[config.mk]
export PLATFORM = sky130hd
export DESIGN_NAME = stim_gen_flat
export DESIGN_NICKNAME = d
export VERILOG_FILES = /design/src/rtl/stim_gen_pkg.sv /design/src/rtl/stim_gen_if.sv /design/src/rtl/stim_gen_lfsr32.sv /design/src/rtl/stim_gen.sv /design/src/flat_wrapper.sv
export SDC_FILE = /design/constraint.sdc
export NUM_CORES = 1
export LEC_CHECK = 0
export CAP_MARGIN = 20
export CORE_MARGIN = 2
export CORE_UTILIZATION = 57
export CTS_CLUSTER_SIZE = 8
export DETAILED_ROUTE_END_ITERATION = 12
export PLACE_DENSITY = 0.91
export RECOVER_POWER = 25
export SLEW_MARGIN = 20
export SYNTH_ARGS = -nofsm -noshare
export SYNTH_HDL_FRONTEND = slang
export SYNTH_SLANG_ARGS = --single-unit
export TNS_END_PERCENT = 20
[constraint.sdc]
create_clock -name clk -period 8.7 [get_ports clk]
set_input_delay 1.305 -clock clk [delete_from_list [all_inputs] [get_ports clk]]
set_output_delay 1.305 -clock clk [all_outputs]
set_load 0.005 [all_outputs]
[src/rtl/stim_gen_pkg.sv]
// Shared definitions for the operand stimulus source: state encoding, LFSR taps,
// corner count and small pure helpers used by the top and the LFSR sub-module.
package stim_gen_pkg;

   localparam int unsigned CORNER_CNT = 32'd4;
   // Feedback taps 32,22,2,1 expressed as bit positions 31,21,1,0.
   localparam logic [31:0] LFSR_TAPS  = 32'h8020_0003;

   typedef enum logic [1:0] {
      ST_IDLE = 2'd0,
      ST_RUN  = 2'd1,
      ST_DONE = 2'd2
   } state_e;

   function automatic logic [31:0] lfsr_next(input logic [31:0] s);
      return {s[30:0], ^(s & LFSR_TAPS)};
   endfunction

   // An all-zero seed would lock the LFSR, so it is replaced by 1.
   function automatic logic [31:0] seed_fix(input logic [31:0] s);
      return (s == 32'd0) ? 32'd1 : s;
   endfunction

   // Corners in order: (0,0) (MAX,MAX) (0,MAX) (MAX,0).
   function automatic logic [31:0] corner_a(input logic [1:0] k);
      return k[0] ? {32{1'b1}} : 32'd0;
   endfunction

   function automatic logic [31:0] corner_b(input logic [1:0] k);
      return (k[0] ^ k[1]) ? {32{1'b1}} : 32'd0;
   endfunction

endpackage

[src/rtl/stim_gen_if.sv]
// Valid/ready operand-pair stream between the stimulus source (master) and the DUT (slave).
interface stim_gen_if #(
   parameter int WIDTH = 32
) ();

   logic             valid;
   logic             ready;
   logic [WIDTH-1:0] op_a;
   logic [WIDTH-1:0] op_b;

   modport master (output valid, output op_a, output op_b, input ready);
   modport slave  (input valid, input op_a, input op_b, output ready);

endinterface

[src/rtl/stim_gen_lfsr32.sv]
// 32-bit Fibonacci LFSR with seed load and single-step advance; also exposes the
// value it would take after one advance so the caller can present it without a bubble.
module stim_gen_lfsr32
   import stim_gen_pkg::*;
(
   input  logic        clk,
   input  logic        reset,
   input  logic [31:0] i_seed,
   input  logic        i_load,
   input  logic        i_advance,
   output logic [31:0] o_state,
   output logic [31:0] o_state_nxt
);

   logic [31:0] state_d;
   logic [31:0] state_q;

   // Load has priority over advance.
   always_comb begin
      state_d = state_q;
      if (i_load) begin
         state_d = i_seed;
      end else if (i_advance) begin
         state_d = lfsr_next(state_q);
      end else begin
         state_d = state_q;
      end
   end

   always_ff @(posedge clk or posedge reset) begin
      if (reset) begin
         state_q <= i_seed;
      end else begin
         state_q <= state_d;
      end
   end

   assign o_state     = state_q;
   assign o_state_nxt = lfsr_next(state_q);

endmodule

[src/rtl/stim_gen.sv]
// Operand stimulus source: N operand pairs (optional directed corners, then two LFSR
// streams) on a valid/ready stream, with start/abort run control and a transfer counter.
module stim_gen
   import stim_gen_pkg::*;
#(
   parameter int          WIDTH   = 32,
   parameter logic [31:0] SEED_A  = 32'h0000_0001,
   parameter logic [31:0] SEED_B  = 32'h0000_ACE1,
   parameter bit          CORNERS = 1'b1
) (
   input  logic        clk,
   input  logic        reset,
   input  logic        i_start,
   input  logic [31:0] i_num_vec,
   input  logic        i_abort,
   stim_gen_if.master  stream,
   output logic        o_busy,
   output logic        o_done,
   output logic [31:0] o_sent_ctr
);

   localparam logic [31:0] SEED_A_FIX = seed_fix(SEED_A);
   localparam logic [31:0] SEED_B_FIX = seed_fix(SEED_B);

   state_e           state_d, state_q;
   logic [31:0]      idx_d, idx_q;
   logic [31:0]      last_d, last_q;
   logic [31:0]      sent_d, sent_q;
   logic             valid_d, valid_q;
   logic             busy_d, busy_q;
   logic             done_d, done_q;
   logic [WIDTH-1:0] op_a_d, op_a_q;
   logic [WIDTH-1:0] op_b_d, op_b_q;

   logic             xfer_s;
   logic             load_s;
   logic             adv_s;
   logic             cur_corner_s;
   logic [31:0]      nxt_idx_s;
   logic [31:0]      lfsr_a_s, lfsr_a_nxt_s;
   logic [31:0]      lfsr_b_s, lfsr_b_nxt_s;
   logic [31:0]      nxt_a_s, nxt_b_s;
   logic [31:0]      first_a_s, first_b_s;

   assign xfer_s       = valid_q & stream.ready;
   assign load_s       = i_start & ((state_q == ST_IDLE) | (state_q == ST_DONE));
   assign cur_corner_s = CORNERS && (idx_q < CORNER_CNT);
   // LFSRs step only when a random vector is consumed, so the first random vector is the seed.
   assign adv_s        = xfer_s & (state_q == ST_RUN) & ~cur_corner_s;
   assign nxt_idx_s    = idx_q + 32'd1;
   assign first_a_s    = CORNERS ? corner_a(2'd0) : SEED_A_FIX;
   assign first_b_s    = CORNERS ? corner_b(2'd0) : SEED_B_FIX;

   stim_gen_lfsr32 u_lfsr_a (
      .clk         (clk),
      .reset       (reset),
      .i_seed      (SEED_A_FIX),
      .i_load      (load_s),
      .i_advance   (adv_s),
      .o_state     (lfsr_a_s),
      .o_state_nxt (lfsr_a_nxt_s)
   );

   stim_gen_lfsr32 u_lfsr_b (
      .clk         (clk),
      .reset       (reset),
      .i_seed      (SEED_B_FIX),
      .i_load      (load_s),
      .i_advance   (adv_s),
      .o_state     (lfsr_b_s),
      .o_state_nxt (lfsr_b_nxt_s)
   );

   // Operand pair that follows the current one, taking the same-cycle LFSR step into account.
   always_comb begin
      nxt_a_s = lfsr_a_s;
      nxt_b_s = lfsr_b_s;
      if (CORNERS && (nxt_idx_s < CORNER_CNT)) begin
         nxt_a_s = corner_a(nxt_idx_s[1:0]);
         nxt_b_s = corner_b(nxt_idx_s[1:0]);
      end else if (adv_s) begin
         nxt_a_s = lfsr_a_nxt_s;
         nxt_b_s = lfsr_b_nxt_s;
      end else begin
         nxt_a_s = lfsr_a_s;
         nxt_b_s = lfsr_b_s;
      end
   end

   always_comb begin
      state_d = state_q;
      idx_d   = idx_q;
      last_d  = last_q;
      sent_d  = sent_q;
      valid_d = valid_q;
      busy_d  = busy_q;
      done_d  = done_q;
      op_a_d  = op_a_q;
      op_b_d  = op_b_q;
      case (state_q)
         ST_IDLE, ST_DONE: begin
            if (i_start) begin
               idx_d  = 32'd0;
               last_d = i_num_vec - 32'd1;
               sent_d = 32'd0;
               if (i_num_vec != 32'd0) begin
                  state_d = ST_RUN;
                  valid_d = 1'b1;
                  busy_d  = 1'b1;
                  done_d  = 1'b0;
                  op_a_d  = first_a_s[WIDTH-1:0];
                  op_b_d  = first_b_s[WIDTH-1:0];
               end else begin
                  state_d = ST_DONE;
                  valid_d = 1'b0;
                  busy_d  = 1'b0;
                  done_d  = 1'b1;
               end
            end else begin
               state_d = state_q;
            end
         end
         ST_RUN: begin
            if (xfer_s) begin
               sent_d = sent_q + 32'd1;
            end else begin
               sent_d = sent_q;
            end
            // Abort wins over everything else; a transfer in the abort cycle is still counted above.
            if (i_abort || (xfer_s && (idx_q == last_q))) begin
               state_d = ST_DONE;
               valid_d = 1'b0;
               busy_d  = 1'b0;
               done_d  = 1'b1;
            end else if (xfer_s) begin
               idx_d  = nxt_idx_s;
               op_a_d = nxt_a_s[WIDTH-1:0];
               op_b_d = nxt_b_s[WIDTH-1:0];
            end else begin
               state_d = ST_RUN;
            end
         end
         default: begin
            state_d = ST_IDLE;
            valid_d = 1'b0;
            busy_d  = 1'b0;
            done_d  = 1'b0;
         end
      endcase
   end

   always_ff @(posedge clk or posedge reset) begin
      if (reset) begin
         state_q <= ST_IDLE;
         idx_q   <= 32'd0;
         last_q  <= 32'd0;
         sent_q  <= 32'd0;
         valid_q <= 1'b0;
         busy_q  <= 1'b0;
         done_q  <= 1'b0;
         op_a_q  <= {WIDTH{1'b0}};
         op_b_q  <= {WIDTH{1'b0}};
      end else begin
         state_q <= state_d;
         idx_q   <= idx_d;
         last_q  <= last_d;
         sent_q  <= sent_d;
         valid_q <= valid_d;
         busy_q  <= busy_d;
         done_q  <= done_d;
         op_a_q  <= op_a_d;
         op_b_q  <= op_b_d;
      end
   end

   assign stream.valid = valid_q;
   assign stream.op_a  = op_a_q;
   assign stream.op_b  = op_b_q;
   assign o_busy       = busy_q;
   assign o_done       = done_q;
   assign o_sent_ctr   = sent_q;

endmodule
[src/flat_wrapper.sv]
// flat-port wrapper written by rule: the top's interface ports become plain ports
module stim_gen_flat import stim_gen_pkg::*;
#(
   parameter int          WIDTH   = 32,
   parameter logic [31:0] SEED_A  = 32'h0000_0001,
   parameter logic [31:0] SEED_B  = 32'h0000_ACE1,
   parameter bit          CORNERS = 1'b1
)
  (clk, reset, i_start, i_num_vec, i_abort, o_busy, o_done, o_sent_ctr, stream_valid, stream_op_a, stream_op_b, stream_ready);
  stim_gen_if #(.WIDTH(WIDTH)) stream_i ();
  input  logic clk;
  input  logic reset;
  input  logic i_start;
  input  logic [31:0] i_num_vec;
  input  logic i_abort;
  output logic o_busy;
  output logic o_done;
  output logic [31:0] o_sent_ctr;
  output wire logic [$bits(stream_i.valid)-1:0] stream_valid;
  output wire logic [$bits(stream_i.op_a)-1:0] stream_op_a;
  output wire logic [$bits(stream_i.op_b)-1:0] stream_op_b;
  input wire logic [$bits(stream_i.ready)-1:0] stream_ready;
  assign stream_valid = stream_i.valid;
  assign stream_op_a = stream_i.op_a;
  assign stream_op_b = stream_i.op_b;
  assign stream_i.ready = stream_ready;
  stim_gen #(.WIDTH(WIDTH), .SEED_A(SEED_A), .SEED_B(SEED_B), .CORNERS(CORNERS)) u_core (.clk(clk), .reset(reset), .i_start(i_start), .i_num_vec(i_num_vec), .i_abort(i_abort), .stream(stream_i), .o_busy(o_busy), .o_done(o_done), .o_sent_ctr(o_sent_ctr));
endmodule
* Yosys cells after proc, flatten, opt, wreduce, memory -nomap -nowiden
Cells that the tools add are included.
Cells by class: bitwise operators 7, add/sub/neg operators 3, reductions and logical operators 14, eq/ne operators 9, mux-type cells 35, magnitude comparators 2
Operators with widths (count):
- two-way mux 32 bit | 18
- case mux 32 bit (2 select lines) | 4
- adder 32 x 1 -> 32 bit, second input constant | 2
- less-than comparator 32 x 3 -> 1 bit, second input constant | 2
- parity 32 bit | 2
- == test 32 bit | 1
- nonzero test 32 bit | 1
- subtractor 32 x 1 -> 32 bit, second input constant | 1
- two-way mux 2 bit | 4
- two-way mux 1 bit | 6
- != test 2 bit, second input constant | 3
- AND reduction 2 bit | 3
- AND reduction 5 bit | 1
- bitwise AND 1 bit | 4
- != test 2 x 1 -> 1 bit, second input constant | 2
- case mux 1 bit (2 select lines) | 2
- case mux 2 bit (2 select lines) | 1
- AND reduction 4 bit | 1
- != test 3 bit, second input constant | 1
- AND reduction 3 bit | 1
- == test 2 x 1 -> 1 bit, second input constant | 1
- == test 2 bit, second input constant | 1
- zero test 2 bit | 1
- nonzero test 2 bit | 1
- other kinds (6) | 6
Storage, ports and cells: bits in registers 228, logic and storage cells 80, output and inout bits 99, bits of input ports 37

* Depth between registers and ports, before layout
word-level depth 8, gate-level depth with buffers 12, gate-level depth less buffers 8

* Least setup slack after synthesis
No wires, ideal clock.
kind input port to flip-flop, from input i_num_vec[6], to register u_core.last_q[25], arrival time 3.352 ns, slack 5.218 ns, path buffers 0, library setup time 0.130 ns, stages on the path 7, required time 8.570 ns, cell sequence or3_1 or4_1 or4_4 nor4_4 nor2b_1 xnor2_1 o21ai_1
On the way: cells in the longest elaborated chain, start to end 1
RTL lines:
- start: declaration | line flat_wrapper.sv:14 | input logic [31:0] i_num_vec;
- subtractor 32 x 1 -> 32 bit | line stim_gen.sv:104 | last_d = i_num_vec - 32'd1;
- end signal: assignment | line stim_gen.sv:166 | last_q <= last_d;
- end: declaration | line stim_gen.sv:27 | logic [31:0] last_d, last_q;
No other way between the ends. A chain may end at the register's enable or synchronous reset.

* Worst setup path in the final report
from register u_core.idx_q[7], to register u_core.op_a_q[0], in the netlist u_core.stream.op_a[0]
On the way: cells in the longest elaborated chain, start to end 8, elaborated cells between the ends (all ways) 15, classes of those cells add/sub (1); order compare (2); eq/ne (2); mux (5); bitwise (2); reduce/logical (3)
RTL lines:
- start: declaration | line stim_gen.sv:26 | logic [31:0] idx_d, idx_q;
- start signal: assignment | line stim_gen.sv:165 | idx_q <= idx_d;
- branches (longest 8 deep; another with adder 32 x 1 -> 32 bit)
- end signal: assignment | line stim_gen.sv:161 | op_a_q <= {WIDTH{1'b0}};
- end signal: assignment | line stim_gen.sv:171 | op_a_q <= op_a_d;
- end: declaration | line stim_gen.sv:32 | logic [WIDTH-1:0] op_a_d, op_a_q;
Parallel ways; which one is timed is not known. The select of a mux whose other input is x is not followed.

==> flow_summary.ini <==
[yosys]
synth_flop_cell = dfrtp_1
synth_edf_count = 0
ys_seq_elements = 228
synthTopCellsByArea = dfrtp_1, o211ai_2, o21ai_0
synth_fp_nets = 1227
yosys_warnings = 0
syn-instance-count = 1187
synth_area_per_cell_um2 = 10.1
syn_area_um2 = 11900
synth_area_leader_cell = dfrtp_1
synth-async-reset-ratio = 1.00
synth.yosys.seq_area_share = 0.479
yosysUniqueCellTypes = 63
synth_top_area_share = 0.459

[timing]
worstMarginPinSlew_ps = 1130
worst_slack_ps = 4460
setup-violations-final = 0
period_share = 0.488
final_hold_viol_count = 0
slew_viol_final = 0
layout_min_cycle_time_ps = 4240
max_clock_freq_ghz = 0.236
skew_ps = 23.0
rsz0062_at_grt = false
fin_tns_setup_ps = 0
max_slew_margin = 0.249

[layout]
drive_gt1_frac = 0.110
fin_util = 0.696
multi_input_area_um2 = 5690
seq_area_um2 = 5720
instances_no_fill = 1559
final_cell_mix = dfrtp_1, o21ai_0, nor2_1, clkdlybuf4s50_1, nand2_1
nets = 1314
layout_commonest_cell = dfrtp_1
num-fill-cells = 1435
area_delta_synth_final_pct = 18.8
antenna_cells = 0
finalInstanceArea_um2 = 14200

[clocking]
cts_buffers = 34
cts_resized = 0
cts_buffer_depth = 3
clk_latency_ps = 510
cts_tree = built
clkSinkCount = 228
h-tree-depth = 2
ctsHoldBuffers = 0
cts_root_buffer = clkbuf_16
cts_setup_buffers = 0
path_clk_slew_ps = 50

[grt]
grt_max_degree = 147
grt-ovfl-total = 0
grt_usage = 0.275
antenna_found_initial = 0
grt_pass1_wl_um = 49400
grt_pass1_vias = 9698

[critical_path]
worstPathArrival_ps = 4590
cp-end-kind = flip-flop
critPathMaxStageDelay_ps = 790
cp_common_cell = nor4_1
path_max_fanout = 33
crit_chain = nand4_1, nor4_1, mux2i_1, o2111ai_1, nor4_1, a31o_4, buf_12, o221ai_1
critPathKind = reg2reg
start_kind = flip-flop
cp_slowest_cell = nor4_1
cp.required_ps = 9050

[die]
die_h_um = 149
die-area_um2 = 22100
num_io_pins = 136
initial_core_util = 0.586
die_w_um = 149
rows = 52
core-area_um2 = 20400

[routing]
post_drt_wl_per_cell_um = 19.2
drt_iter0_drc = 842
remaining_drc_errors = 0
drt_pass1_iterations = 5
vias = 9631
viasPerCell = 6.18
ant_nets = 0
routed_wl_um = 30000

[status]
status = finished, final reports clean

[placement]
dp_cells = 1507
port_buffers = 135
globalplace.congestion = 0.904
hpwlAfterDp_um = 18600
preCtsSetupSlack_ps = 4100
place_area_um2 = 13200

[pwr]
peakVddDrop_mv = 0.135
powerDensity_nw_per_um2 = 210
leakage_nw = 6.41

[flow_run]
drv_cap = 0

[min_path]
hp-class = reg2reg
==> synthesized netlist by cell type (all sizes together) (21+ instances only) <==
master / instances
o211ai: 62
nand3: 26
clkbuf: 53
nand4: 30
nor4: 21
mux2i: 68
dfrtp: 219
o21ai: 145
xor2: 40
xnor2: 62
buf: 41
nand2: 97
nor2: 137
==> power by group <==
group / total, mW / internal (mW) / switching [mW] / leakage, nW
registers: 1.28 / 1.18 / 0.0996 / 3.07
logic: 0.522 / 0.269 / 0.253 / 2.89
clock network: 1.18 / 0.715 / 0.466 / 0.454
total: 2.98 / 2.16 / 0.818 / 6.41
==> per-layer routing <==
| metal | part of all wire | GRT usage | vias up | wire (um) |
|---|---|---|---|---|
| met3 | 0.074 | 0.0564 | 75 | 2230 |
| met5 | 0 | 0 | - | 0 |
| li1 | - | - | 4420 | - |
| met4 | 0.028 | 0.0933 | 0 | 853 |
| met1 | 0.41 | 0.366 | 4677 | 12400 |
| met2 | 0.48 | 0.452 | 459 | 14500 |
==> registers in the layout, summed over array words and instances (netlist names) <==
name,cells
u_core.stream.op_a,32
u_core.stream.op_b,32
u_core.o_sent_ctr,32
u_core.u_lfsr_a.o_state,32
u_core.u_lfsr_b.o_state,32
u_core.idx_q,32
u_core.last_q,32
u_core.o_busy,1
u_core.o_done,1
u_core.state_q,2
==> worst max-delay path: cells and delay by family, from the launching register on <==
kind	cells	cell delay, ps
compound gates	3	980
buf+inv	1	320
flops	1	670
mux	1	290
simple gates	3	1810
==> final cells by class <==
class	count	share of cell area
Timing Repair Buffer	145	0.102
Clock inverter	4	0.00274
Multi-Input combinational cell	857	0.402
Sequential cell	228	0.403
Inverter	8	0.00300
Tap cell	270	0.0238
Clock buffer	47	0.0635
==> stage by stage <==
step           power, mW  hold WS [ps]
2_1_floorplan       1.54           460
3_3_place_gp        1.78           484
3_5_place_dp        1.81           487
4_1_cts             2.99           500
5_1_grt             3.10           521
6_report            2.98           495
==> final timing paths <==
path / from / to / slack (ps) / cells after the start
max: u_core.idx_q[7] / u_core.stream.op_a[0] / 4460 / 8
min: u_core.last_q[23] / u_core.last_q[23] / 490 / 2
max reg2reg: u_core.idx_q[7] / u_core.stream.op_a[0] / 4460 / 8
min reg2reg: u_core.last_q[23] / u_core.last_q[23] / 490 / 2
max in group asynchronous: reset / u_core.stream.op_b[19] / 6050 / 3
min in group asynchronous: reset / u_core.stream.op_a[19] / 1470 / 2
==> logic make-up (layout without fill, tap and decap cells) <==
logic type | after synthesis | after routing | share of synthesized area
XOR/XNOR | 102 | 102 | 0.0749
buffers and inverters | 102 | 204 | 0.0462
AND/OR/NAND/NOR | 411 | 411 | 0.171
adder cells (fa/ha/maj) | 3 | 3 | 0.00315
flip-flops | 228 | 228 | 0.479
multiplexers | 68 | 68 | 0.0571
AO/OA/AOI/OAI | 273 | 273 | 0.168
No activity file was read; power rests on OpenSTA's default activity.
